**config.mk**
```make
export PLATFORM = sky130hd
export DESIGN_NAME = spi_xfer_arbiter
export DESIGN_NICKNAME = d
export VERILOG_FILES = /design/src/rtl/spi_pkg.sv /design/src/rtl/rr_arbiter.sv /design/src/rtl/spi_xfer_arbiter.sv
export SDC_FILE = /design/constraint.sdc
export NUM_CORES = 1
export LEC_CHECK = 0
export CORE_MARGIN = 8
export CORE_UTILIZATION = 30
export DETAILED_ROUTE_END_ITERATION = 6
export PLACE_DENSITY = 0.59
export SLEW_MARGIN = 20
export SYNTH_ARGS = -nofsm -noshare
export SYNTH_HDL_FRONTEND = slang
export SYNTH_SLANG_ARGS = --single-unit
```
**constraint.sdc**
```tcl
create_clock -name clk -period 2.9 [get_ports clk]
set_input_delay 0.435 -clock clk [delete_from_list [all_inputs] [get_ports clk]]
set_output_delay 0.435 -clock clk [all_outputs]
set_load 0.01 [all_outputs]
```
**src/rtl/spi_pkg.sv**
```systemverilog
// Shared types and helpers for the SPI transfer arbiter.
package spi_pkg;

  // Default SPI word width; must match the spi_master instance.
  localparam int DW_DEF = 10;

  // Arbiter sequencing states.
  typedef enum logic [2:0] {
    IDLE,
    START,
    WAIT,
    RESP,
    GAP
  } state_t;

  // Clock-divider select encodings understood by spi_master.
  typedef enum logic [1:0] {
    CDIV_4  = 2'b00,
    CDIV_8  = 2'b01,
    CDIV_16 = 2'b10,
    CDIV_32 = 2'b11
  } cdiv_t;

  // Index after idx in a ring of n requesters.
  function automatic int rr_next(input int idx, input int n);
    return (idx + 1 >= n) ? 0 : idx + 1;
  endfunction

endpackage

```
**src/rtl/rr_arbiter.sv**
```systemverilog
// Combinational round-robin picker: first set request at or after ptr,
// wrapping modulo NREQ. Returns a one-hot select, its index and a valid flag.
module rr_arbiter #(
  parameter int NREQ = 4,
  parameter int PW   = (NREQ > 1) ? $clog2(NREQ) : 1
) (
  input  logic [NREQ-1:0] req,
  input  logic [PW-1:0]   ptr,
  output logic [NREQ-1:0] sel,
  output logic [PW-1:0]   sel_idx,
  output logic            vld
);

  // Scan the ring starting at ptr and keep only the first hit.
  always_comb begin
    // NOTE: every output gets a default before the loop so no path leaves it unassigned (no latch).
    sel     = '0;
    sel_idx = '0;
    vld     = 1'b0;
    for (int i = 0; i < NREQ; i++) begin
      if (!vld && req[(int'(ptr) + i) % NREQ]) begin
        vld                           = 1'b1;
        sel[(int'(ptr) + i) % NREQ]   = 1'b1;
        sel_idx                       = PW'((int'(ptr) + i) % NREQ);
      end
    end
  end

endmodule

```
**src/rtl/spi_xfer_arbiter.sv**
```systemverilog
// Shares one spi_master between NREQ requesters. Picks a requester
// round-robin, latches its config, pulses start, waits for done (with a
// timeout guard against a hung master) and returns the word with an ack.
module spi_xfer_arbiter
  import spi_pkg::*;
#(
  parameter int NREQ      = 4,
  parameter int DW        = DW_DEF,
  parameter int START_CYC = 2,
  parameter int TIMEOUT   = 1024
) (
  input  logic              clk,
  input  logic              rst,
  input  logic [NREQ-1:0]   req,
  input  logic [NREQ*DW-1:0] req_tdat,
  input  logic [NREQ*2-1:0] req_cdiv,
  input  logic [NREQ-1:0]   req_mlb,
  output logic [NREQ-1:0]   gnt,
  output logic [NREQ-1:0]   ack,
  output logic [DW-1:0]     rsp_data,
  output logic              err,
  output logic              busy,
  output logic              m_start,
  output logic [DW-1:0]     m_tdat,
  output logic [1:0]        m_cdiv,
  output logic              m_mlb,
  input  logic              m_done,
  input  logic [DW-1:0]     m_rdata
);

  localparam int PW = (NREQ > 1) ? $clog2(NREQ) : 1;
  localparam int CW = $clog2(TIMEOUT + 1);

  state_t          state;
  logic [PW-1:0]   ptr;
  logic [PW-1:0]   sel_idx;
  logic [CW-1:0]   cnt;
  logic            done_q;
  logic            done_pend;
  logic            done_rise;

  logic [NREQ-1:0] arb_sel;
  logic [PW-1:0]   arb_idx;
  logic            arb_vld;

  rr_arbiter #(
    .NREQ (NREQ),
    .PW   (PW)
  ) u_rr_arbiter (
    .req     (req),
    .ptr     (ptr),
    .sel     (arb_sel),
    .sel_idx (arb_idx),
    .vld     (arb_vld)
  );

  // A stale high done is ignored: only a fresh 0->1 edge completes a transfer.
  assign done_rise = m_done & ~done_q;

  // Registered copy of m_done for edge detection.
  always_ff @(posedge clk or posedge rst) begin
    // NOTE: sequential state uses non-blocking assignments so every flop samples pre-edge values.
    if (rst) done_q <= 1'b0;
    else     done_q <= m_done;
  end

  // Transfer sequencer: IDLE -> START -> WAIT -> RESP -> GAP -> IDLE.
  always_ff @(posedge clk or posedge rst) begin
    if (rst) begin
      state     <= IDLE;
      ptr       <= '0;
      sel_idx   <= '0;
      cnt       <= '0;
      done_pend <= 1'b0;
      gnt       <= '0;
      ack       <= '0;
      rsp_data  <= '0;
      err       <= 1'b0;
      busy      <= 1'b0;
      m_start   <= 1'b0;
      m_tdat    <= '0;
      m_cdiv    <= CDIV_4;
      m_mlb     <= 1'b0;
    end else begin
      case (state)
        IDLE: begin
          if (arb_vld) begin
            gnt       <= arb_sel;
            sel_idx   <= arb_idx;
            m_tdat    <= req_tdat[arb_idx*DW +: DW];
            m_cdiv    <= req_cdiv[arb_idx*2 +: 2];
            m_mlb     <= req_mlb[arb_idx];
            m_start   <= 1'b1;
            cnt       <= '0;
            done_pend <= 1'b0;
            busy      <= 1'b1;
            state     <= START;
          end
        end

        START: begin
          // A very fast master may finish while start is still held.
          if (done_rise) begin
            rsp_data  <= m_rdata;
            done_pend <= 1'b1;
          end
          if (cnt == CW'(START_CYC - 1)) begin
            m_start <= 1'b0;
            cnt     <= '0;
            state   <= WAIT;
          end else begin
            cnt <= cnt + 1'b1;
          end
        end

        WAIT: begin
          if (done_pend || done_rise) begin
            if (!done_pend) rsp_data <= m_rdata;
            err   <= 1'b0;
            ack   <= gnt;
            state <= RESP;
          end else if (cnt == CW'(TIMEOUT - 1)) begin
            rsp_data <= '0;
            err      <= 1'b1;
            ack      <= gnt;
            state    <= RESP;
          end else if (cnt != '1) begin
            cnt <= cnt + 1'b1;
          end
        end

        RESP: begin
          ack   <= '0;
          gnt   <= '0;
          err   <= 1'b0;
          ptr   <= PW'(rr_next(int'(sel_idx), NREQ));
          state <= GAP;
        end

        GAP: begin
          busy  <= 1'b0;
          state <= IDLE;
        end

        default: state <= IDLE;
      endcase
    end
  end

endmodule
```
==> summary.txt, run 1 <==
Status
  – Status: complete, no violations

Clock tree
  – H-tree levels: 2
  – Clock Latency Late Sink: ~0.31 ns
  – CTS sink cnt: 54
  – TritonCTS clock tree: yes
  – Cts bufs inserted: 5
  – Worst-path clk slew: 0.10 ns
  – Max clock buf depth: 2
  – Root Driver: clkbuf_8

Floorplanning
  – Core Box Area: between 0.01 and 0.015 mm2
  – Die Ht: 122 um
  – Die width: 122 um
  – Die ar.: between 0.01 and 0.015 mm2
  – Num ports: 103
  – Starting Density: 0.310
  – Number of placement rows: 38

Synth
  – Synth area leaders: dfrtp_1 40%, mux2i_1 10%, o21ai_0 4.2%
  – EDFF count, synth: 0
  – Sequential cell area fraction in the yosys report: 0.401
  – Flops & latches, synth: 54
  – Synth area leader: dfrtp_1
  – Top-area cell type share of the netlist area: 0.401
  – Syn avg cell area: between 9 and 10 um2
  – Mapped Cells: between 300 and 400
  – Post-synth ARST share: 1.00
  – Post-Syn Nets: 426
  – Yosys cell types: 55
  – Ys flop type: dfrtp_1
  – Yosys warning total: 0
  – Synthesized cell area: 0.00337 mm2

Global route
  – Congestion Overflow GR: 0
  – Largest net degree at the start of global routing: 25
  – Tot GR Track Use: 0.125
  – Antenna violations before repair: 0
  – Number of global-route vias before repair: 3055
  – First-pass GRT wire length: between 15 and 20 mm

Drt
  – Starting DRT DRC Count: about 150
  – Final wirelength: 9.48 mm
  – Pre-Repair DR Iteration Count: 4
  – Vias/cell: roughly 5.0
  – Drt drc: 0
  – DR vias: 2969
  – Routed WL per cell: 15.9 um
  – Antenna Violating Nets Remaining: 0

Setup path
  – CP max stage cell: dfrtp_1
  – CP startpoint kind: register
  – CP Buf/Inv Count: 3
  – Critical Path End Type: register
  – CP Cell Sequence: inv_1 > ha_2 > buf_4 > or3b_1 > a211o_1 > a21oi_2 > o21ai_4 > buf_12 > mux2i_1 > o221ai_1
  – Max incr delay on CP: 0.39 ns
  – Delay-heaviest family, CP: compound AO/OA/AOI/OAI gates
  – CP max FO: 24
  – CP arrival: 2.98 ns
  – Setup Crit Path Kind: reg -> reg
  – Crit path required time: 3.09 ns

Power
  – Lkg Pwr: between 2 and 2.5 nW
  – Pwr per Cell Area: 966 mW/mm2
  – Total power: roughly 4.6 mW
  – Max VDD drop: 491 uV

Finish
  – P&R area growth vs syn: 41.8%
  – Post-Layout Cell Count: 595
  – Final instance area: 0.00478 mm2
  – Diodes inserted: 0
  – Commonest cells after routing, fill and taps aside: 102 x clkdlybuf4s50_1, 54 x dfrtp_1, 34 x mux2i_1
  – Layout cells sized above 1: 0.127
  – Most common cell after layout, fill and taps aside: clkdlybuf4s50_1
  – Final #Nets: around 530

Timing
  – Final Hold Viols: 0
  – Min Tclk post-route: approximately 2.8 ns
  – Slew headroom: 0.511
  – Unrepaired setup endpoints after global routing: false
  – Fin crit share: 0.964
  – Least-Margin Pin Slew: 0.730 ns
  – Top achievable clock speed: 0.358 GHz
  – Clock skew: 0.00635 ns
  – Pins Over Slew Limit: 0
  – Setup TNS: 0 ns
  – Setup-failing EPs final: 0

Worst hold path
  – Hold WC Path Type: in -> async

Placement
  – HPWL after DPL: 7.43 mm
  – IO buf count: 102
  – Placed insts: about 590
  – Placed Area: 0.00466 mm2
  – Routability Congestion: 0.821

Run
  – Max-capacitance violation count: 0
## power breakdown
part | switching (mW) | leakage, nW | internal, mW
registers | 0.192 | 0.693 | 1.04
clock network | 0.260 | 0.0585 | 0.259
logic | 1.45 | 1.33 | 1.42
## routing by layer
layer	global-route usage	routed length, um
met1	0.153	4150
met2	0.219	4780
met4	0.0362	116
met5	0	0
met3	0.0236	434
## stage by stage
| stage | setup slack, ns | utilization | hold WS, ns |
|---|---|---|---|
| 6_report | 0.105 | 0.439 | 0.472 |
| 5_1_grt | 0.0321 | 0.439 | 0.507 |
| 4_1_cts | 0.0910 | 0.438 | 0.486 |
| 3_5_place_dp | 0.0277 | 0.428 | 0.474 |
| 3_3_place_gp | 0.0948 | 0.428 | 0.468 |
| 2_1_floorplan | 0.0168 | - | 0.454 |
## path summary, 6_finish.rpt
kind                                        start                      to  slack, ns  depth (start not counted)
setup / recovery               ptr[1]$_DFFE_PP0P_       m_mlb$_DFFE_PP0P_       0.10                         10
hold / removal                                rst   m_tdat[6]$_DFFE_PP0P_       0.47                          2
setup reg to reg               ptr[1]$_DFFE_PP0P_       m_mlb$_DFFE_PP0P_       0.10                         10
hold reg to reg            sel_idx[1]$_DFFE_PP0P_  sel_idx[1]$_DFFE_PP0P_       0.49                          2
max in group asynchronous                     rst     m_start$_DFFE_PP0P_       1.80                          3
min in group clk           sel_idx[1]$_DFFE_PP0P_  sel_idx[1]$_DFFE_PP0P_       0.49                          2
## what timing repair did
| action | 4_1_cts | 5_1_grt |
|---|---|---|
| buffers inserted | 0 | 0 |
| endpoints found under the setup margin | 0 | 19 |
| hold buffers | 0 | 0 |
| gates resized for setup | 0 | 2 |
## Yosys cell counts, drive strengths merged (3+ instances only)
master	number
nand3	20
nand2	31
a21oi	8
ha	11
o221ai	13
nor2b	6
or2	3
a22oi	4
mux4	4
o31ai	8
mux2i	34
nor2	23
nor4	3
o21ai	36
clkbuf	7
dfrtp	54
mux2	3
buf	18
nand2b	4
or4	3
a221oi	4
inv	17
## layout make-up
type                       instances  area (um2)
clock inverter                     3        43.8
clock buffer                       5        68.8
fill                            1027        6110
multi-input combinational        249        1820
timing repair buffer             126        1250
tap                              140         175
sequential                        54        1350
inverter                          18        67.6
## registers in the layout (all words and copies together), names as in the netlist, 2 cells and up
| register | count |
|---|---|
| cnt | 11 |
| m_cdiv | 2 |
| sel_idx | 2 |
| gnt | 4 |
| m_tdat | 10 |
| ptr | 2 |
| rsp_data | 10 |
| ack | 4 |
| state | 3 |
## cells by family (layout without fill, tap and decap cells)
kind of cell / count (synthesis) / after routing / share of synthesized area
adder cells (fa/ha/maj): 11 / 11 / 0.0408
flip-flops: 54 / 54 / 0.401
AND/OR/NAND/NOR: 109 / 109 / 0.161
multiplexers: 41 / 41 / 0.138
AO/OA/AOI/OAI: 88 / 88 / 0.193
buffers and inverters: 43 / 152 / 0.0664
Note: power is estimated with default switching activity, not from simulation.
==> run 2: changes to the inputs <==
CORE_MARGIN = 4   (was 8)
==> summary.txt, run 2 (synthesized netlist as in run 1, its figures left out) <==
Clock tree
  – Clock Latency Late Sink: 0.29 ns (-0.02 ns)
  – Max clock buf depth: 2 (unchanged)
  – Post-CTS setup buffers: 0 (unchanged)
  – Root Driver: clkbuf_16
  – CTS sink cnt: 54 (unchanged)
  – Worst-path clk slew: 0.07 ns (-0.03 ns)
  – Cts bufs inserted: 5 (unchanged)
  – H-tree levels: 2 (unchanged)
  – TritonCTS clock tree: yes

Setup path
  – CP Depth: 9 (-1)
  – Max incr delay on CP: 0.55 ns (+0.16 ns)
  – Reg-to-reg setup timing slack: 0.24 ns (+0.14 ns)
  – Delay-heaviest family, CP: simple AND/OR/NAND/NOR gates
  – Crit path required time: 3.07 ns (-0.02 ns)
  – FF-to-FF End: cnt[5]$_DFFE_PP0P_
  – CP Cell Sequence: inv_2 > ha_1 > mux4_2 > nor4_2 > and2b_1 > o32a_4 > or2_1 > buf_4 > o21ai_1
  – Critical Path Source: ptr[0]$_DFFE_PP0P_
  – CP max stage cell: mux4_2
  – CP startpoint kind: register
  – Critical Path End Type: register
  – Setup Crit Path Kind: reg -> reg
  – CP arrival: 2.83 ns (-0.15 ns)
  – Critical Path End: cnt[5]$_DFFE_PP0P_
  – CP max FO: 9 (-63%)
  – FF-to-FF Start: ptr[0]$_DFFE_PP0P_
  – R2r worst-path depth: 9 (-1)
  – CP Buf/Inv Count: 2 (-1)

Power
  – NetSw: 1.89 mW (-0.64%)
  – Logic pwr share: 0.607 (-0.014)
  – Clk network pwr share: 0.127 (+0.015)
  – Lkg Pwr: 2.07 nW (-0.52%)
  – Max VDD drop: 473 uV (-3.7%)
  – Sw Ratio: 0.408 (-0.00509)
  – Internal power: 2.75 mW (+1.5%)
  – Total power: 4.64 mW (+0.60%)
  – Pwr per Cell Area: 976 mW/mm2 (+1.0%)
  – Sequential share of power: 0.266 (about the same)

Timing
  – Slew headroom: 0.482 (-0.0300)
  – Setup TNS: 0 ns (unchanged)
  – Slack of the critical path: 0.240 ns (+0.135 ns)
  – Clock skew: 0.00722 ns (+0.000866 ns)
  – Fin crit share: 0.917 (-0.0466)
  – Unrepaired setup endpoints after global routing: false
  – Final Hold Viols: 0 (unchanged)
  – Setup-failing EPs final: 0 (unchanged)
  – Final hold slack: 0.491 ns (+0.0184 ns)
  – Least-Margin Pin Slew: 0.775 ns (+0.0448 ns)
  – Top achievable clock speed: 0.376 GHz (+5.1%)
  – Pins Over Slew Limit: 0 (unchanged)
  – Min Tclk post-route: 2.66 ns (-0.135 ns)

Global route
  – Largest net degree at the start of global routing: 33 (+32%)
  – Antenna violations before repair: 0 (unchanged)
  – GRT met3 Usage: 0.0260 (+0.00239)
  – GRT busiest layer: met2
  – Met2 Track Usage GR: 0.231 (+0.0120)
  – Congestion Overflow GR: 0 (unchanged)
  – Met1 usage in global routing: 0.182 (+0.0295)
  – Tot GR Track Use: 0.139 (+0.0143)
  – Number of global-route vias before repair: 2965 (-2.9%)
  – First-pass GRT wire length: 14.8 mm (-4.4%)

Placement
  – Placement Setup Slack: -0.0480 ns (-0.0757 ns)
  – Routability Congestion: 0.795 (-3.1%)
  – Placed Area: 0.00462 mm2 (-0.86%)
  – IO buf count: 102 (unchanged)
  – Placed insts: 585 (-0.34%)
  – HPWL after DPL: 7.11 mm (-4.2%)

Finish
  – Area of the multi-input gates: 0.00182 mm2 (-0.41%)
  – Diodes inserted: 0 (unchanged)
  – P&R area growth vs syn: 41.2%
  – Post-Layout Cell Count: 591 (-0.67%)
  – Regs by FF count: cnt (11), m_tdat (10), rsp_data (10)
  – Final #Nets: 532 (-0.37%)
  – Seq. cell area: 0.00135 mm2 (unchanged)
  – Number of flip-flops in the largest register: 11 (unchanged)
  – Commonest cells after routing, fill and taps aside: 102 x clkdlybuf4s50_1, 54 x dfrtp_1, 34 x mux2i_1
  – Layout cells sized above 1: 0.120 (-0.00774)
  – Top reg by flops: cnt
  – Finished Core Util: 0.435 (-0.00385)
  – Fill count: 1073 (+4.5%)
  – Most common cell after layout, fill and taps aside: clkdlybuf4s50_1
  – Final instance area: 0.00476 mm2 (-0.45%)

Floorplanning
  – Die width: 114 um (-6.6%)
  – Die Ht: 114 um (-6.6%)
  – Starting Density: 0.308 (-0.00135)
  – Core Box Area: 0.0109 mm2 (+0.44%)
  – Number of placement rows: 38 (unchanged)
  – Num ports: 103 (unchanged)
  – Die ar.: 0.0130 mm2 (-13%)

Drt
  – Antenna Violating Nets Remaining: 0 (unchanged)
  – Vias/cell: 5.08 (+1.9%)
  – Final wirelength: 9.17 mm (-3.4%)
  – Drt drc: 0 (unchanged)
  – DR vias: 3005 (+1.2%)
  – Routed WL per cell: 15.5 um (-2.7%)
  – Starting DRT DRC Count: 125 (-18%)
  – Pre-Repair DR Iteration Count: 4 (unchanged)

Status
  – Status: complete, no violations

Worst hold path
  – Hold WC Path Type: reg -> reg
  – Hold Path Depth: 2

Run
  – Max-capacitance violation count: 0 (unchanged)
==> run 2: cell types whose count changed in the layout (fill, tap and decap cells not counted), sizes merged <==
| cell | before | now |
|---|---|---|
| clkinv | 2 | 1 |
| bufinv | 1 | 0 |
| buf | 24 | 22 |
| inv | 18 | 17 |
| clkbuf | 5 | 6 |
==> run 2: routing by layer <==
layer,vias up,share of wire
met5,-,0
met4,0,0.021
met3,15,0.044
met2,74,0.50
met1,1446,0.44
li1,1470,-
==> run 2: worst register-to-register path: cells and delay by family (launching register included) <==
family	cells	cell delay [ns]
simple gates	3	0.69
mux	1	0.55
compound gates	2	0.28
buf+inv	2	0.28
fa+ha+maj	1	0.38
flops	1	0.36
==> run 2: worst min path at each step <==
stage / start / slack (ns) / endpoint
finish: m_tdat[1]$_DFFE_PP0P_ / 0.49 / m_tdat[1]$_DFFE_PP0P_
CTS: m_tdat[1]$_DFFE_PP0P_ / 0.49 / m_tdat[1]$_DFFE_PP0P_
floorplan: sel_idx[1]$_DFFE_PP0P_ / 0.45 / sel_idx[1]$_DFFE_PP0P_
global route: m_tdat[1]$_DFFE_PP0P_ / 0.52 / m_tdat[1]$_DFFE_PP0P_
detailed placement: m_tdat[1]$_DFFE_PP0P_ / 0.47 / m_tdat[1]$_DFFE_PP0P_
global placement: m_tdat[1]$_DFFE_PP0P_ / 0.47 / m_tdat[1]$_DFFE_PP0P_
==> run 2: cell type report <==
type                            count  area share
Clock buffer                        6      0.0292
Timing Repair Buffer              124       0.254
Multi-Input combinational cell    249       0.381
Sequential cell                    54       0.284
Inverter                           18      0.0142
Tap cell                          140      0.0368
==> run 2: timing repair <==
action | CTS | global route
hold buffers | 0 | 0
endpoints found under the setup margin | 0 | 2
resized for setup | 0 | 1
==> run 2: power by group through the flow <==
stage / sequential (mW) / clock (mW) / combinational (mW)
after global placement: 1.24 / 0 / 2.77
after global routing: 1.27 / 0.638 / 3.10
after CTS: 1.23 / 0.608 / 2.84
after detailed placement: 1.24 / 0 / 2.83
final: 1.23 / 0.591 / 2.82
after floorplan: 1.31 / 0 / 1.72
==> run 3: changes to the inputs <==
MAX_ROUTING_LAYER = met4   (was unset)
TNS_END_PERCENT = 50   (was unset)
==> summary.txt, run 3 (synthesized netlist as in run 1, its figures left out) <==
Status
  – Status: complete, no violations

Floorplanning
  – Die ar.: 0.0130 mm2 (unchanged)
  – Number of placement rows: 38 (unchanged)
  – Die Ht: 114 um (unchanged)
  – Die width: 114 um (unchanged)
  – Starting Density: 0.308 (unchanged)
  – Core Box Area: 0.0109 mm2 (unchanged)
  – Num ports: 103 (unchanged)

Drt
  – Final wirelength: 9.20 mm (+0.37%)
  – Vias/cell: 5.05 (-0.60%)
  – Antenna Violating Nets Remaining: 0 (unchanged)
  – DR vias: 2987 (-0.60%)
  – Drt drc: 0 (unchanged)
  – Pre-Repair DR Iteration Count: 4 (unchanged)
  – Starting DRT DRC Count: 127 (+1.6%)
  – Routed WL per cell: 15.6 um (+0.37%)

Finish
  – Regs by FF count: cnt (11), m_tdat (10), rsp_data (10)
  – Final instance area: 0.00476 mm2 (unchanged)
  – Top reg by flops: cnt
  – Commonest cells after routing, fill and taps aside: 102 x clkdlybuf4s50_1, 54 x dfrtp_1, 34 x mux2i_1
  – Final #Nets: 532 (unchanged)
  – Post-Layout Cell Count: 591 (unchanged)
  – Diodes inserted: 0 (unchanged)
  – Seq. cell area: 0.00135 mm2 (unchanged)
  – P&R area growth vs syn: 41.2% (unchanged)
  – Number of flip-flops in the largest register: 11 (unchanged)
  – Most common cell after layout, fill and taps aside: clkdlybuf4s50_1
  – Layout cells sized above 1: 0.120 (unchanged)
  – Area of the multi-input gates: 0.00182 mm2 (unchanged)
  – Fill count: 1073 (unchanged)
  – Finished Core Util: 0.435 (unchanged)

Setup path
  – FF-to-FF Start: ptr[0]$_DFFE_PP0P_
  – Critical Path End: cnt[5]$_DFFE_PP0P_
  – Reg-to-reg setup timing slack: 0.24 ns (about the same)
  – CP startpoint kind: register
  – Critical Path End Type: register
  – FF-to-FF End: cnt[5]$_DFFE_PP0P_
  – Crit path required time: 3.07 ns (about the same)
  – R2r worst-path depth: 9 (unchanged)
  – CP arrival: 2.84 ns (about the same)
  – Critical Path Source: ptr[0]$_DFFE_PP0P_
  – CP max FO: 9 (unchanged)
  – Setup Crit Path Kind: reg -> reg

Timing
  – Slew headroom: 0.501 (+0.0197)
  – Least-Margin Pin Slew: 0.745 ns (-0.0294 ns)
  – Final hold slack: 0.491 ns (+0.000698 ns)
  – Final Hold Viols: 0 (unchanged)
  – Setup-failing EPs final: 0 (unchanged)
  – Unrepaired setup endpoints after global routing: false
  – Clock skew: 0.00796 ns (+0.000739 ns)
  – Pins Over Slew Limit: 0 (unchanged)
  – Min Tclk post-route: 2.66 ns (+0.00478 ns)
  – Fin crit share: 0.919 (+0.00165)
  – Top achievable clock speed: 0.375 GHz (-0.18%)

Placement
  – IO buf count: 102 (unchanged)
  – HPWL after DPL: 7.11 mm (unchanged)
  – Placed insts: 585 (unchanged)
  – Routability Congestion: 0.806 (+1.4%)
  – Placed Area: 0.00462 mm2 (unchanged)

Clock tree
  – CTS sink cnt: 54 (unchanged)
  – TritonCTS clock tree: yes
  – CTS Hold Buffers Added: 0 (unchanged)
  – Post-CTS Resized: 0 (unchanged)
  – Cts bufs inserted: 5 (unchanged)
  – Worst-path clk slew: 0.07 ns (about the same)
  – Root Driver: clkbuf_16
  – Max clock buf depth: 2 (unchanged)
  – Clock Latency Late Sink: 0.29 ns (about the same)
  – H-tree levels: 2 (unchanged)
  – Post-CTS setup buffers: 0 (unchanged)

Worst hold path
  – Hold Path Depth: 2 (unchanged)
  – Hold WC Path Type: reg -> reg

Power
  – Lkg Pwr: 2.07 nW (unchanged)
  – Pwr per Cell Area: 977 mW/mm2 (about the same)
  – Max VDD drop: 473 uV (-0.11%)

Global route
  – Congestion Overflow GR: 0 (unchanged)
  – Largest net degree at the start of global routing: 33 (unchanged)
  – First-pass GRT wire length: 14.8 mm (+0.19%)
  – Number of global-route vias before repair: 2950 (-0.51%)
  – Tot GR Track Use: 0.144 (+0.00431)
  – Antenna violations before repair: 0 (unchanged)

Run
  – Max-capacitance violation count: 0 (unchanged)
-- run 3: cell counts in the layout (fill, tap and decap cells not counted) --
Identical to the previous run, type by type.
-- run 3: per-stage QoR --
step	worst slack [ns]	setup TNS, ns	total power, mW
finish	0.235	0	4.65
global route	0.0662	0	5.01
CTS	0.227	0	4.68
detailed placement	-0.0480	-0.441	4.08
global placement	0.0171	0	4.01
floorplan	0.0168	0	3.03
-- run 3: how the worst min path moves through the flow --
stage                           startpoint                endpoint  slack, ns
floorplan           sel_idx[1]$_DFFE_PP0P_  sel_idx[1]$_DFFE_PP0P_       0.45
global route         m_tdat[1]$_DFFE_PP0P_   m_tdat[1]$_DFFE_PP0P_       0.52
global placement     m_tdat[1]$_DFFE_PP0P_   m_tdat[1]$_DFFE_PP0P_       0.47
CTS                  m_tdat[1]$_DFFE_PP0P_   m_tdat[1]$_DFFE_PP0P_       0.49
finish               m_tdat[1]$_DFFE_PP0P_   m_tdat[1]$_DFFE_PP0P_       0.49
detailed placement   m_tdat[1]$_DFFE_PP0P_   m_tdat[1]$_DFFE_PP0P_       0.47
-- run 3: cell type report --
| type | count | share of cell area |
|---|---|---|
| multi-input cells | 249 | 0.381 |
| flip-flops and latches | 54 | 0.284 |
| repair buffers | 124 | 0.254 |
| well taps | 140 | 0.0368 |
| clock buffers | 6 | 0.0292 |
| inverters | 18 | 0.0142 |
-- run 3: per-layer routing --
metal | GRT usage | vias to the layer above | part of all wire
met1 | 0.185 | 1434 | 0.45
met2 | 0.231 | 67 | 0.50
li1 | - | 1471 | -
met3 | 0.0223 | 15 | 0.035
met4 | 0.0499 | 0 | 0.021
met5 | - | - | 0
-- run 3: critical path, cell delays in order (launching register included) --
cell and delay [ns]:
dfrtp_1 0.36, inv_2 0.09, ha_1 0.38, mux4_2 0.55, nor4_2 0.39, and2b_1 0.20, o32a_4 0.18, or2_1 0.10
buf_4 0.20, o21ai_1 0.10
-- run 3: report_power, final --
| group | internal [mW] | switching, mW |
|---|---|---|
| logic | 1.38 | 1.44 |
| clock network | 0.335 | 0.263 |
| registers | 1.04 | 0.195 |
